==> config.mk <==
export PLATFORM = sky130hd
export DESIGN_NAME = sr_cmd_seq_flat
export DESIGN_NICKNAME = d
export VERILOG_FILES = /design/src/rtl/sr_cmd_seq_if.sv /design/src/rtl/sr_cmd_seq.sv /design/src/flat_wrapper.sv
export SDC_FILE = /design/constraint.sdc
export NUM_CORES = 1
export LEC_CHECK = 0
export BUFFER_PORTS_ARGS = -buffer_cell sky130_fd_sc_hd__buf_2
export CAP_MARGIN = 30
export CORE_MARGIN = 1.5
export CORE_UTILIZATION = 45
export CTS_BUF_LIST = sky130_fd_sc_hd__clkbuf_2
export DETAILED_ROUTE_END_ITERATION = 12
export PLACE_DENSITY_LB_ADDON = 0.3
export SYNTH_ARGS = -nofsm -noshare
export SYNTH_HDL_FRONTEND = slang
export SYNTH_SLANG_ARGS = --single-unit
==> constraint.sdc <==
create_clock -name clk -period 1.9 [get_ports clk]
set_input_delay 0.19 -clock clk [delete_from_list [all_inputs] [get_ports clk]]
set_output_delay 0.19 -clock clk [all_outputs]
set_load 0.02 [all_outputs]
==> src/rtl/sr_cmd_seq_if.sv <==
`default_nettype none
// ============================================================================
//  Module      : sr_cmd_seq_if
//  Description : Command bundle between a requester and sr_cmd_seq.
//                master : requester; drives raw set_in/clr_in and observes
//                         the s/r pulses and status.
//                slave  : sr_cmd_seq; consumes raw requests and drives
//                         s, r, busy, err.
//  Signals     : set_in, clr_in - raw, asynchronous, possibly bouncy requests
//                s, r           - registered, mutually exclusive pulses
//                busy           - sequencer in PULSE or HOLD
//                err            - sticky conflict flag
//  Revision    : 1.0 - initial release
// ============================================================================
interface sr_cmd_seq_if;
    logic set_in;
    logic clr_in;
    logic s;
    logic r;
    logic busy;
    logic err;

    modport master (
        output set_in,
        output clr_in,
        input  s,
        input  r,
        input  busy,
        input  err
    );

    modport slave (
        input  set_in,
        input  clr_in,
        output s,
        output r,
        output busy,
        output err
    );
endinterface
`default_nettype wire

==> src/rtl/sr_cmd_seq.sv <==
`default_nettype none
// ============================================================================
//  Module      : sr_cmd_seq
//  Description : Command stage in front of an SR flip-flop. Each raw request
//                line is synchronised (2 flops) and debounced; the rising
//                edge of the debounced level becomes a pending request. A
//                three-state sequencer turns pending requests into clean,
//                registered, mutually exclusive s/r pulses of PULSE_LEN
//                cycles, each followed by HOLDOFF idle cycles. Clear wins
//                over set when both are pending.
//  Parameters  : DB_CYCLES - debounce length in cycles (>=1)
//                PULSE_LEN - s/r pulse width in cycles (>=1)
//                HOLDOFF   - forced idle cycles after each pulse (>=0)
//  Ports       : clk - rising-edge clock
//                rst - asynchronous, active-low reset
//                bus - sr_cmd_seq_if.slave (set_in, clr_in, s, r, busy, err)
//  Option      : SR_CMD_SEQ_ERR_EN - when defined, err latches on a set/clr
//                conflict seen in IDLE or on a new edge into an already
//                pending channel; when undefined err is tied low.
//  Revision    : 1.0 - initial release
// ============================================================================
module sr_cmd_seq #(
    parameter int DB_CYCLES = 4,
    parameter int PULSE_LEN = 1,
    parameter int HOLDOFF   = 3
) (
    input  wire logic   clk,
    input  wire logic   rst,
    sr_cmd_seq_if.slave bus
);

    localparam int c_cnt_w  = (DB_CYCLES > 1) ? $clog2(DB_CYCLES) : 1;
    localparam int c_ph_max = (PULSE_LEN > HOLDOFF) ? PULSE_LEN : HOLDOFF;
    localparam int c_ph_w   = (c_ph_max > 1) ? $clog2(c_ph_max) : 1;

    localparam logic [c_cnt_w-1:0] c_db_last    = c_cnt_w'(DB_CYCLES - 1);
    localparam logic [c_ph_w-1:0]  c_pulse_last = c_ph_w'(PULSE_LEN - 1);
    localparam logic [c_ph_w-1:0]  c_hold_last  = c_ph_w'((HOLDOFF > 0) ? HOLDOFF - 1 : 0);

    typedef enum logic [1:0] {
        ST_IDLE  = 2'd0,
        ST_PULSE = 2'd1,
        ST_HOLD  = 2'd2
    } state_t;

    // Channel index 0 = set, 1 = clear.
    logic [1:0] w_raw;
    logic [1:0] w_rise;
    logic [1:0] w_pend;
    logic [1:0] w_take;

    assign w_raw = {bus.clr_in, bus.set_in};

    // ------------------------------------------------------------------
    // Per-channel synchroniser, debouncer, edge capture and pending flag
    // ------------------------------------------------------------------
    for (genvar gi = 0; gi < 2; gi++) begin : g_chan
        logic               r_meta;
        logic               r_sy;
        logic               r_lvl;
        logic               r_lvl_d;
        logic [c_cnt_w-1:0] r_cnt;
        logic               r_pend;

        assign w_rise[gi] = r_lvl & ~r_lvl_d;
        assign w_pend[gi] = r_pend;

        always_ff @(posedge clk or negedge rst) begin
            if (!rst) begin
                r_meta  <= 1'b0;
                r_sy    <= 1'b0;
                r_lvl   <= 1'b0;
                r_lvl_d <= 1'b0;
                r_cnt   <= '0;
                r_pend  <= 1'b0;
            end else begin
                r_meta  <= w_raw[gi];
                r_sy    <= r_meta;
                r_lvl_d <= r_lvl;

                if (r_sy == r_lvl) begin
                    r_cnt <= '0;
                end else if (r_cnt == c_db_last) begin
                    r_lvl <= r_sy;
                    r_cnt <= '0;
                end else begin
                    r_cnt <= r_cnt + 1'b1;
                end

                // A fresh edge in the same cycle the sequencer consumes the
                // old request is a new request, so setting has priority.
                if (w_rise[gi]) begin
                    r_pend <= 1'b1;
                end else if (w_take[gi]) begin
                    r_pend <= 1'b0;
                end
            end
        end
    end

    // ------------------------------------------------------------------
    // Sequencer
    // ------------------------------------------------------------------
    state_t              r_state;
    state_t              w_state_nxt;
    logic                r_cmd_clr;
    logic                w_cmd_clr_nxt;
    logic [c_ph_w-1:0]   r_ph_cnt;
    logic [c_ph_w-1:0]   w_ph_cnt_nxt;
    logic                r_s;
    logic                r_r;
    logic                r_busy;
    logic                w_s_nxt;
    logic                w_r_nxt;
    logic                w_busy_nxt;

    always_comb begin
        w_state_nxt   = r_state;
        w_cmd_clr_nxt = r_cmd_clr;
        w_ph_cnt_nxt  = r_ph_cnt;
        w_take        = 2'b00;

        case (r_state)
            ST_IDLE: begin
                if (w_pend[1]) begin
                    // Clear wins; a simultaneous set request is dropped.
                    w_take        = 2'b11;
                    w_cmd_clr_nxt = 1'b1;
                    w_ph_cnt_nxt  = '0;
                    w_state_nxt   = ST_PULSE;
                end else if (w_pend[0]) begin
                    w_take        = 2'b01;
                    w_cmd_clr_nxt = 1'b0;
                    w_ph_cnt_nxt  = '0;
                    w_state_nxt   = ST_PULSE;
                end
            end
            ST_PULSE: begin
                if (r_ph_cnt == c_pulse_last) begin
                    w_ph_cnt_nxt = '0;
                    w_state_nxt  = (HOLDOFF == 0) ? ST_IDLE : ST_HOLD;
                end else begin
                    w_ph_cnt_nxt = r_ph_cnt + 1'b1;
                end
            end
            ST_HOLD: begin
                if (r_ph_cnt == c_hold_last) begin
                    w_ph_cnt_nxt = '0;
                    w_state_nxt  = ST_IDLE;
                end else begin
                    w_ph_cnt_nxt = r_ph_cnt + 1'b1;
                end
            end
            default: begin
                w_ph_cnt_nxt = '0;
                w_state_nxt  = ST_IDLE;
            end
        endcase

        // Outputs are registered from the next state so s/r/busy line up
        // exactly with the state they describe.
        w_s_nxt    = (w_state_nxt == ST_PULSE) & ~w_cmd_clr_nxt;
        w_r_nxt    = (w_state_nxt == ST_PULSE) &  w_cmd_clr_nxt;
        w_busy_nxt = (w_state_nxt != ST_IDLE);
    end

    always_ff @(posedge clk or negedge rst) begin
        if (!rst) begin
            r_state   <= ST_IDLE;
            r_cmd_clr <= 1'b0;
            r_ph_cnt  <= '0;
            r_s       <= 1'b0;
            r_r       <= 1'b0;
            r_busy    <= 1'b0;
        end else begin
            r_state   <= w_state_nxt;
            r_cmd_clr <= w_cmd_clr_nxt;
            r_ph_cnt  <= w_ph_cnt_nxt;
            r_s       <= w_s_nxt;
            r_r       <= w_r_nxt;
            r_busy    <= w_busy_nxt;
        end
    end

    assign bus.s    = r_s;
    assign bus.r    = r_r;
    assign bus.busy = r_busy;

    // ------------------------------------------------------------------
    // Optional sticky conflict flag
    // ------------------------------------------------------------------
`ifdef SR_CMD_SEQ_ERR_EN
    logic       r_err;
    logic [1:0] w_dup;
    logic       w_err_set;

    // An edge into a channel whose request is being consumed this cycle
    // is a new request, not a duplicate.
    assign w_dup     = w_rise & w_pend & ~w_take;
    assign w_err_set = ((r_state == ST_IDLE) & w_pend[0] & w_pend[1]) | (|w_dup);

    always_ff @(posedge clk or negedge rst) begin
        if (!rst) begin
            r_err <= 1'b0;
        end else if (w_err_set) begin
            r_err <= 1'b1;
        end
    end

    assign bus.err = r_err;
`else
    assign bus.err = 1'b0;
`endif

endmodule
`default_nettype wire

==> src/flat_wrapper.sv <==
// flat-port wrapper written by rule: the top's interface ports become plain ports
module sr_cmd_seq_flat 
#(
    parameter int DB_CYCLES = 4,
    parameter int PULSE_LEN = 1,
    parameter int HOLDOFF   = 3
)
  (clk, rst, bus_set_in, bus_clr_in, bus_s, bus_r, bus_busy, bus_err);
  sr_cmd_seq_if bus_i ();
  input  wire logic clk;
  input  wire logic rst;
  input wire logic [$bits(bus_i.set_in)-1:0] bus_set_in;
  input wire logic [$bits(bus_i.clr_in)-1:0] bus_clr_in;
  output wire logic [$bits(bus_i.s)-1:0] bus_s;
  output wire logic [$bits(bus_i.r)-1:0] bus_r;
  output wire logic [$bits(bus_i.busy)-1:0] bus_busy;
  output wire logic [$bits(bus_i.err)-1:0] bus_err;
  assign bus_i.set_in = bus_set_in;
  assign bus_i.clr_in = bus_clr_in;
  assign bus_s = bus_i.s;
  assign bus_r = bus_i.r;
  assign bus_busy = bus_i.busy;
  assign bus_err = bus_i.err;
  sr_cmd_seq #(.DB_CYCLES(DB_CYCLES), .PULSE_LEN(PULSE_LEN), .HOLDOFF(HOLDOFF)) u_core (.clk(clk), .rst(rst), .bus(bus_i));
endmodule
---- Word-level counts from Yosys, hierarchy flattened ----
Cells that the tools add are included.
storage, ports and cells
  register bits ........................... 22
  input port bits ......................... 4
  output and inout bits ................... 4
  logic and storage cells ................. 70
operators by class
  $add $sub $neg .......................... 3
  equal/unequal tests ..................... 9
  mux-type cells .......................... 24
  bitwise operators ....................... 9
  reductions and logical operators ........ 7
operators by type and width
  cell                   number
  $mux W2                14
  $pmux W2 S3            2
  $eq A2 B2 Y1 const B   4
  $mux W1                8
  $add A2 B1 Y2 const B  3
  $reduce_bool A2 Y1     3
  $not A1 Y1             5
  $and A1 B1 Y1          4
  $eq A2 B1 Y1 const B   2
  $logic_not A2 Y1       2
  $reduce_and A2 Y1      2
  $ne A3 B1 Y1 const B   1
  $eq A1 B1 Y1           2

---- Logic depth before layout (Yosys ltp) ----
Gate-level depths: netlist of run 1.
  word-level depth ........................ 5
  depth in mapped cells ................... 5
  gate-level depth less buffers ........... 5

---- Worst setup path before layout of run 1 ----
Ideal clock, no wire load.
  path kind ............................... flip-flop to flip-flop
  start point ............................. reg u_core.r_state[0]
  end point ............................... reg u_core.r_r, in the netlist u_core.bus.r
  arrival ................................. 1.467 ns
  path slack .............................. 0.337 ns
  stages on the path, launching flop included .. 6
  buffers on the path ..................... 0
  clock period less this slack ............ 1.563 ns
  path through ............................ dfrtp_1 inv_1 ha_1 nor3b_4 o311a_4 nor4b_2
on the way
  elaborated cells between the ends (all ways) .. 11
  classes of those cells .................. eq/ne: 3; mux: 6; bitwise: 1; reduce/logical: 1
RTL lines
  element                                     line               source
  start, declared                             sr_cmd_seq.sv:104  state_t r_state;
  start signal, assigned                      sr_cmd_seq.sv:176  r_state <= w_state_nxt;
  $eq A2 B2 Y1, or another cell as far along  sr_cmd_seq.sv:123  case (r_state)
  $pmux W2 S3 *                               sr_cmd_seq.sv:123
  via u_core.w_state_nxt[1]                   sr_cmd_seq.sv:105  state_t w_state_nxt;
  $eq A2 B1 Y1 *                              sr_cmd_seq.sv:163  w_r_nxt = (w_state_nxt == ST_PULSE) & w_cmd_clr_nxt;
  $and A1 B1 Y1 *                             sr_cmd_seq.sv:163
  via u_core.w_r_nxt                          sr_cmd_seq.sv:114  logic w_r_nxt;
  end signal, assigned                        sr_cmd_seq.sv:180  r_r <= w_r_nxt;
  end, declared                               sr_cmd_seq.sv:111  logic r_r;
The timed path passes the listed nets; every way through them passes the cells marked *.
A chain may end at the register's enable or synchronous reset.

---- Final worst setup path of run 1 ----
  start point ............................. reg u_core.r_state[1]
  end point ............................... reg u_core.r_r, in the netlist u_core.bus.r
on the way
  word-level cells in the longest chain between the ends .. 5
  elaborated cells between the ends (all ways) .. 11
  classes of those cells .................. eq/ne: 3; mux: 6; bitwise: 1; reduce/logical: 1
ends and longest elaborated chain
  element                    line               source
  $mux W2                    sr_cmd_seq.sv:131  end else if (w_pend[0]) begin
  $mux W2                    sr_cmd_seq.sv:125  if (w_pend[1]) begin
  $pmux W2 S3 *              sr_cmd_seq.sv:123
  via u_core.w_state_nxt[1]  sr_cmd_seq.sv:105
  $eq A2 B1 Y1 *             sr_cmd_seq.sv:163
  $and A1 B1 Y1 *            sr_cmd_seq.sv:163
  via u_core.w_r_nxt         sr_cmd_seq.sv:114
Marked as above.

==> flow_summary.html, run 1 <==
<table>
<tr><th>Metric</th><th>Value</th></tr>
<tr><th colspan="2">CTS</th></tr>
<tr><td>Total clock buffers created by CTS</td><td>3</td></tr>
<tr><td>Post-CTS setup repair buffer count</td><td>0</td></tr>
<tr><td>Sinks on the clock net</td><td>22</td></tr>
<tr><td>Number of levels in the clock H-tree</td><td>1</td></tr>
<tr><td>Clk slew on worst S/H paths</td><td>0.20 ns</td></tr>
<tr><td>Clock latency at the later pin of the worst-skew pair</td><td>0.31 ns</td></tr>
<tr><td>Max Buffers Root-to-Sink</td><td>2</td></tr>
<tr><td>Clock tree from TritonCTS</td><td>done</td></tr>
<tr><td>Number of resized instances in the post-cts repair step</td><td>0</td></tr>
<tr><td>CTS Root Buffer Type</td><td>clkbuf_2</td></tr>
<tr><th colspan="2">Synth</th></tr>
<tr><td>Sequential-to-total area share from yosys stat</td><td>0.564</td></tr>
<tr><td>Largest cells by area after synthesis</td><td>dfrtp_1 (56%), ha_1 (14%), inv_1 (3.5%), a22o_2 (3.1%), nor2b_1 (2.6%)</td></tr>
<tr><td>Largest area contributor in the netlist</td><td>dfrtp_1</td></tr>
<tr><td>Number of enable flip-flop cells after synthesis</td><td>0</td></tr>
<tr><td>Cells after synthesis</td><td>76</td></tr>
<tr><td>Most numerous cell types in the synthesized netlist</td><td>dfrtp_1 (22), ha_1 (11), inv_1 (9), nor2b_1 (4)</td></tr>
<tr><td>Most instantiated library cell after synthesis</td><td>dfrtp_1</td></tr>
<tr><td>Netlist cell types</td><td>21</td></tr>
<tr><td>Synthesis Warnings</td><td>0</td></tr>
<tr><td>Flip-flop cell with the highest count after synthesis</td><td>dfrtp_1</td></tr>
<tr><td>Share of the synthesized area in the top cell type</td><td>0.564</td></tr>
<tr><td>Syn Area/Cell</td><td>12.8 um^2</td></tr>
<tr><td>Fraction of synthesis flops using an asynchronous set or reset pin</td><td>1.00</td></tr>
<tr><td>Post-synthesis sequential element count</td><td>22</td></tr>
<tr><td>Post-Synthesis Cell Area</td><td>976 um^2</td></tr>
<tr><td>Post-synthesis net count</td><td>91</td></tr>
<tr><th colspan="2">Floorplanning</th></tr>
<tr><td>Number of top-level design ports</td><td>8</td></tr>
<tr><td>Die span in x</td><td>49.6 um</td></tr>
<tr><td>Standard-cell rows</td><td>16</td></tr>
<tr><td>Total die area</td><td>0.00246 mm^2</td></tr>
<tr><td>Area of the core region</td><td>0.00200 mm^2</td></tr>
<tr><td>Y dimension of the die</td><td>49.6 um</td></tr>
<tr><td>Starting density of the core</td><td>0.488</td></tr>
<tr><th colspan="2">Global route</th></tr>
<tr><td>Total congestion overflow</td><td>0</td></tr>
<tr><td>Global-route usage over all layers</td><td>0.130</td></tr>
<tr><td>Wire length of the first global-routing pass</td><td>2420 um</td></tr>
<tr><td>Maximum number of pins on one net before global-route repair</td><td>23</td></tr>
<tr><td>Via count of the first global-routing pass</td><td>601</td></tr>
<tr><td>Number of antenna violations at the first check in global routing</td><td>0</td></tr>
<tr><th colspan="2">Timing</th></tr>
<tr><td>Final hold slack</td><td>0.319 ns</td></tr>
<tr><td>Maximum clock frequency</td><td>0.579 GHz</td></tr>
<tr><td>Summed negative setup slack over all endpoints</td><td>0 ns</td></tr>
<tr><td>Tmin final</td><td>1.73 ns</td></tr>
<tr><td>Final cycle utilization of the critical path</td><td>0.910</td></tr>
<tr><td>Number of pins exceeding their max-slew limit in the final report</td><td>0</td></tr>
<tr><td>Final setup violation count</td><td>0</td></tr>
<tr><td>Unrepaired setup endpoints after global routing</td><td>no</td></tr>
<tr><td>Setup skew after layout</td><td>0.00293 ns</td></tr>
<tr><td>Final Hold Vio Count</td><td>0</td></tr>
<tr><th colspan="2">Flow run</th></tr>
<tr><td>Maxcap violations</td><td>0</td></tr>
<tr><th colspan="2">Placement</th></tr>
<tr><td>I/O Buffers</td><td>6</td></tr>
<tr><td>Total half-perimeter wirelength after legalization and detailed placement</td><td>1090 um</td></tr>
<tr><td>Placer Congestion</td><td>0.817</td></tr>
<tr><th colspan="2">Finish</th></tr>
<tr><td>Final-stage net count</td><td>106</td></tr>
<tr><td>Fraction of layout instances using a drive strength above 1</td><td>0.211</td></tr>
<tr><td>Number of antenna cells inserted</td><td>0</td></tr>
<tr><td>Post-synthesis to final-layout area growth</td><td>15.0%</td></tr>
<tr><th colspan="2">Worst setup path</th></tr>
<tr><td>Buffer and inverter count on the worst path</td><td>1</td></tr>
<tr><td>Required @ worst endpoint</td><td>2.14 ns</td></tr>
<tr><td>Startpoint kind of the worst setup timing path</td><td>flip-flop</td></tr>
<tr><td>Biggest cell delay along the critical path</td><td>0.46 ns</td></tr>
<tr><td>Slowest library cell on the worst path</td><td>dfrtp_1</td></tr>
<tr><td>Critical path arrival</td><td>1.97 ns</td></tr>
<tr><td>Worst path top cell family by delay</td><td>simple AND/OR/NAND/NOR gates</td></tr>
<tr><td>Type of destination of the critical path</td><td>flip-flop</td></tr>
<tr><td>Series of cell instances along the critical path</td><td>inv_1, ha_1, nor3b_4, o311a_4, nor4b_2</td></tr>
<tr><td>Kind of critical path</td><td>reg -&gt; reg</td></tr>
<tr><td>Crit Path Max Fanout</td><td>7</td></tr>
<tr><th colspan="2">Route</th></tr>
<tr><td>DR pass1 iterations</td><td>4</td></tr>
<tr><td>Routed vias</td><td>573</td></tr>
<tr><td>DRC viols</td><td>0</td></tr>
<tr><td>Vias/cell</td><td>4.90</td></tr>
<tr><td>DR iter-0 viols</td><td>2</td></tr>
<tr><td>Post-detailed-route count of antenna-violating nets</td><td>0</td></tr>
<tr><td>Detailed-route wire length per cell</td><td>12.0 um</td></tr>
<tr><td>Final wirelength</td><td>1410 um</td></tr>
<tr><th colspan="2">Run status</th></tr>
<tr><td>Result of the run</td><td>finished clean</td></tr>
<tr><th colspan="2">Worst hold path</th></tr>
<tr><td>Worst min-delay path class</td><td>in -&gt; async</td></tr>
<tr><th colspan="2">Power</th></tr>
<tr><td>Power per unit of standard cell area</td><td>1520 mW/mm^2</td></tr>
<tr><td>Total leakage power</td><td>0.538 nW</td></tr>
<tr><td>Peak VDD IR</td><td>875 uV</td></tr>
</table>
-- report_power, final --
part	switching (mW)	internal [mW]
registers	0.104	0.622
logic	0.343	0.321
clock network	0.135	0.182
total	0.581	1.12
-- cell usage in the layout, fill, tap and decap left out, types with 3 or more instances in the layout --
master / n
inv_1: 9
nor2_1: 3
dfrtp_1: 22
a22o_2: 3
buf_2: 6
nor2b_1: 4
ha_1: 11
nor3_1: 3
o21ai_0: 3
clkbuf_2: 3
dlygate4sd3_1: 3
nand2_1: 3
-- final timing paths --
path | slack, ns | depth (start not counted) | start | to
max in group asynchronous | 1.27 | 2 | rst | u_core.g_chan[0].r_lvl_d$_DFF_PN0_
min in group clk | 0.38 | 0 | u_core.g_chan[0].r_meta$_DFF_PN0_ | u_core.g_chan[0].r_sy$_DFF_PN0_
hold reg to reg | 0.38 | 0 | u_core.g_chan[0].r_meta$_DFF_PN0_ | u_core.g_chan[0].r_sy$_DFF_PN0_
setup / recovery | 0.17 | 5 | u_core.r_state[1]$_DFF_PN0_ | u_core.bus.r$_DFF_PN0_
setup reg to reg | 0.17 | 5 | u_core.r_state[1]$_DFF_PN0_ | u_core.bus.r$_DFF_PN0_
hold / removal | 0.32 | 2 | rst | u_core.g_chan[1].r_cnt[0]$_DFF_PN0_
-- stage by stage --
step	instance area, um^2	util	setup slack [ns]	power (mW)	instances
after floorplan	976	-	0.337	1.20	76
after global placement	1050	0.523	0.290	1.37	110
after detailed placement	1050	0.523	0.201	1.40	110
after CTS	1120	0.561	0.160	1.72	117
after global routing	1120	0.561	0.0912	1.83	117
final	1120	0.561	0.172	1.71	117
-- cell type report --
cell class	instances	area, um^2
sequential	22	551
tap	27	33.8
fill	181	880
clock inverter	1	30.0
multi-input combinational	44	384
timing repair buffer	11	75.1
clock buffer	3	15.0
inverter	9	33.8
-- logic make-up (layout without fill, tap and decap cells) --
| logic type | count (synthesis) | after routing | synth area share |
|---|---|---|---|
| XOR/XNOR | 2 | 2 | 0.0180 |
| adder cells (fa/ha/maj) | 11 | 11 | 0.141 |
| other | 1 | 1 | 0.00384 |
| AO/OA/AOI/OAI | 14 | 14 | 0.119 |
| flip-flops | 22 | 22 | 0.564 |
| buffers and inverters | 10 | 24 | 0.0423 |
| AND/OR/NAND/NOR | 16 | 16 | 0.112 |
-- registers in the layout, summed over array words and instances (netlist names) --
signal / cells
u_core.g_chan.r_cnt: 4
u_core.g_chan.r_pend: 2
u_core.bus.r: 1
u_core.r_state: 2
u_core.bus.busy: 1
u_core.g_chan.r_lvl_d: 2
u_core.g_chan.r_sy: 2
u_core.g_chan.r_meta: 2
u_core.g_chan.r_lvl: 2
u_core.r_cmd_clr: 1
u_core.r_ph_cnt: 2
u_core.bus.s: 1
-- per-layer routing --
layer,vias up,track usage,routed length [um],share of wire
met4,0,0.0556,13,0.0092
met2,6,0.224,740,0.53
li1,280,-,-,-
met1,285,0.155,624,0.44
met3,2,0.0273,28,0.020
met5,-,0,0,0
-- timing repair --
action / in CTS / in global routing
hold buffers: 3 / 0
hold endpoints to repair: 24 / 0
setup endpoints to repair: 0 / 0
Note: power is estimated with default switching activity, not from simulation.
==> inputs of run 2 (changes only) <==
==> constraint.sdc (replaced) <==
create_clock -name clk -period 1.45 [get_ports clk]
set_input_delay 0.145 -clock clk [delete_from_list [all_inputs] [get_ports clk]]
set_output_delay 0.145 -clock clk [all_outputs]
set_load 0.02 [all_outputs]
==> flow_summary.html, run 2 (same netlist as run 1, synthesis figures left out) <==
<table>
<tr><th>Metric</th><th>Value</th></tr>
<tr><th colspan="2">Run status</th></tr>
<tr><td>Result of the run</td><td>finished with violations</td></tr>
<tr><td>Violations in the final reports</td><td>negative setup slack</td></tr>
<tr><th colspan="2">Global route</th></tr>
<tr><td>Number of antenna violations at the first check in global routing</td><td>0</td></tr>
<tr><td>Global-route usage over all layers</td><td>0.149</td></tr>
<tr><td>Via count of the first global-routing pass</td><td>635</td></tr>
<tr><td>Total congestion overflow</td><td>0</td></tr>
<tr><td>Wire length of the first global-routing pass</td><td>2740 um</td></tr>
<tr><td>Maximum number of pins on one net before global-route repair</td><td>23</td></tr>
<tr><th colspan="2">Flow run</th></tr>
<tr><td>Maxcap violations</td><td>0</td></tr>
<tr><th colspan="2">Worst setup path</th></tr>
<tr><td>Setup slack of the most critical reg-to-reg path</td><td>-0.05 ns</td></tr>
<tr><td>Required @ worst endpoint</td><td>1.67 ns</td></tr>
<tr><td>Most used cell along the critical path</td><td>buf_4</td></tr>
<tr><td>Source of the worst register-to-register timing path</td><td>u_core.r_state[0]$_DFF_PN0_</td></tr>
<tr><td>Launching element of the worst setup path</td><td>u_core.r_state[0]$_DFF_PN0_</td></tr>
<tr><td>Cell count along the critical path</td><td>7</td></tr>
<tr><td>Worst setup path endpoint</td><td>u_core.bus.busy$_DFF_PN0_</td></tr>
<tr><td>Worst path top cell family by delay</td><td>buffers and inverters</td></tr>
<tr><td>Startpoint kind of the worst setup timing path</td><td>flip-flop</td></tr>
<tr><td>Biggest cell delay along the critical path</td><td>0.45 ns</td></tr>
<tr><td>Crit Path Max Fanout</td><td>4</td></tr>
<tr><td>Capture point of the worst reg-to-reg path</td><td>u_core.bus.busy$_DFF_PN0_</td></tr>
<tr><td>Series of cell instances along the critical path</td><td>inv_2, ha_4, buf_4, buf_4, nor3_1, buf_4, o21bai_1</td></tr>
<tr><td>Type of destination of the critical path</td><td>flip-flop</td></tr>
<tr><td>Slowest library cell on the worst path</td><td>dfrtp_1</td></tr>
<tr><td>Buffer and inverter count on the worst path</td><td>4</td></tr>
<tr><td>Kind of critical path</td><td>reg -&gt; reg</td></tr>
<tr><td>Worst r2r path cells</td><td>7</td></tr>
<tr><td>Critical path arrival</td><td>1.72 ns</td></tr>
<tr><th colspan="2">Finish</th></tr>
<tr><td>Fraction of layout instances using a drive strength above 1</td><td>0.330</td></tr>
<tr><td>Largest Register</td><td>u_core.g_chan.r_cnt</td></tr>
<tr><td>Combined flip-flop and latch cell area</td><td>551 um^2</td></tr>
<tr><td>Final-stage net count</td><td>113</td></tr>
<tr><td>Fill cell count</td><td>157</td></tr>
<tr><td>Number of antenna cells inserted</td><td>0</td></tr>
<tr><td>Max FFs per register</td><td>4</td></tr>
<tr><td>Post-route core utilization</td><td>0.601</td></tr>
<tr><td>Commonest non-fill, non-tap cells in the layout</td><td>dfrtp_1 (22), buf_4 (9), ha_1 (8)</td></tr>
<tr><td>Fin area</td><td>0.00120 mm^2</td></tr>
<tr><td>Most frequent standard cell in the layout excluding fill and tap cells</td><td>dfrtp_1</td></tr>
<tr><td>Area of the multi-input gates</td><td>413 um^2</td></tr>
<tr><td>Post-synthesis to final-layout area growth</td><td>23.3%</td></tr>
<tr><th colspan="2">Placement</th></tr>
<tr><td>I/O Buffers</td><td>6</td></tr>
<tr><td>Total half-perimeter wirelength after legalization and detailed placement</td><td>1000 um</td></tr>
<tr><td>Placed Instance Area</td><td>0.00107 mm^2</td></tr>
<tr><td>Placer Congestion</td><td>0.701</td></tr>
<tr><th colspan="2">Timing</th></tr>
<tr><td>Unrepaired setup endpoints after global routing</td><td>yes</td></tr>
<tr><td>Final cycle utilization of the critical path</td><td>1.04</td></tr>
<tr><td>Summed negative setup slack over all endpoints</td><td>-0.155 ns</td></tr>
<tr><td>Setup skew after layout</td><td>0.00630 ns</td></tr>
<tr><td>Tmin final</td><td>1.50 ns</td></tr>
<tr><td>Maximum clock frequency</td><td>0.666 GHz</td></tr>
<tr><td>Final setup violation count</td><td>4</td></tr>
<tr><td>Worst setup slack after layout</td><td>-0.0522 ns</td></tr>
<tr><td>Final Hold Vio Count</td><td>0</td></tr>
<tr><td>Number of pins exceeding their max-slew limit in the final report</td><td>0</td></tr>
<tr><td>Final hold slack</td><td>0.287 ns</td></tr>
<tr><th colspan="2">CTS</th></tr>
<tr><td>Sinks on the clock net</td><td>22</td></tr>
<tr><td>Max Buffers Root-to-Sink</td><td>2</td></tr>
<tr><td>CTS Root Buffer Type</td><td>clkbuf_2</td></tr>
<tr><td>Clock latency at the later pin of the worst-skew pair</td><td>0.31 ns</td></tr>
<tr><td>Total clock buffers created by CTS</td><td>3</td></tr>
<tr><td>Clock tree from TritonCTS</td><td>done</td></tr>
<tr><td>Number of levels in the clock H-tree</td><td>1</td></tr>
<tr><td>Clk slew on worst S/H paths</td><td>0.19 ns</td></tr>
<tr><th colspan="2">Route</th></tr>
<tr><td>DR iter-0 viols</td><td>6</td></tr>
<tr><td>Vias/cell</td><td>4.83</td></tr>
<tr><td>DRC viols</td><td>0</td></tr>
<tr><td>Post-detailed-route count of antenna-violating nets</td><td>0</td></tr>
<tr><td>DR pass1 iterations</td><td>4</td></tr>
<tr><td>Final wirelength</td><td>1480 um</td></tr>
<tr><td>Detailed-route wire length per cell</td><td>11.9 um</td></tr>
<tr><td>Routed vias</td><td>599</td></tr>
<tr><th colspan="2">Floorplanning</th></tr>
<tr><td>Number of top-level design ports</td><td>8</td></tr>
<tr><td>Starting density of the core</td><td>0.488</td></tr>
<tr><td>Total die area</td><td>0.00246 mm^2</td></tr>
<tr><td>Die span in x</td><td>49.6 um</td></tr>
<tr><td>Standard-cell rows</td><td>16</td></tr>
<tr><td>Y dimension of the die</td><td>49.6 um</td></tr>
<tr><td>Area of the core region</td><td>0.00200 mm^2</td></tr>
<tr><th colspan="2">Power</th></tr>
<tr><td>Total leakage power</td><td>0.575 nW</td></tr>
<tr><td>Power per unit of standard cell area</td><td>2060 mW/mm^2</td></tr>
<tr><td>Peak VDD IR</td><td>1220 uV</td></tr>
<tr><th colspan="2">Worst hold path</th></tr>
<tr><td>Worst min-delay path class</td><td>in -&gt; async</td></tr>
</table>
## run 2: changes by cell type in the layout (fill, tap and decap cells not counted), sizes merged
cell,previous run,this run
buf,8,15
## run 2: per-layer routing
metal | global-route usage | wire length, um | up-vias
li1 | - | - | 295
met1 | 0.177 | 664 | 296
met2 | 0.260 | 778 | 6
met3 | 0.0273 | 22 | 2
met4 | 0.0694 | 13 | 0
met5 | 0 | 0 | -
## run 2: worst min-delay path by stage
stage	start	to	slack, ns
after floorplan	rst	u_core.bus.busy$_DFF_PN0_	-0.15
after global placement	rst	u_core.g_chan[1].r_cnt[0]$_DFF_PN0_	0.12
after detailed placement	rst	u_core.bus.s$_DFF_PN0_	0.13
after CTS	rst	u_core.g_chan[1].r_lvl_d$_DFF_PN0_	0.28
after global routing	rst	u_core.g_chan[1].r_lvl_d$_DFF_PN0_	0.28
final	rst	u_core.g_chan[1].r_lvl_d$_DFF_PN0_	0.29
## run 2: final cells by class
class,count,area share
Tap cell,27,0.0281
Timing Repair Buffer,18,0.106
Clock inverter,1,0.0249
Multi-Input combinational cell,44,0.343
Sequential cell,22,0.457
Clock buffer,3,0.0125
Inverter,9,0.0281
## run 2: timing repair
item / in CTS / in global routing
hold buffers: 3 / 0
gates resized for setup: 1 / 2
hold endpoints to repair: 24 / 0
gates cloned: 0 / 0
buffers inserted: 6 / 0
pin swaps: 2 / 1
endpoints found under the setup margin: 3 / 4
## run 2: per-stage QoR
step / total power, mW / instances / setup WS, ns
6_report: 2.47 / 124 / -0.0522
3_3_place_gp: 1.85 / 111 / 0.00396
4_1_cts: 2.45 / 124 / -0.0459
5_1_grt: 2.67 / 124 / -0.126
3_5_place_dp: 1.89 / 111 / -0.0350
2_1_floorplan: 1.62 / 76 / 0.0424
## run 2: power by group
part	leakage, nW	internal [mW]	total [mW]	switching (mW)
clock	0.0266	0.238	0.408	0.170
sequential	0.278	0.815	0.954	0.139
combinational	0.270	0.596	1.11	0.516
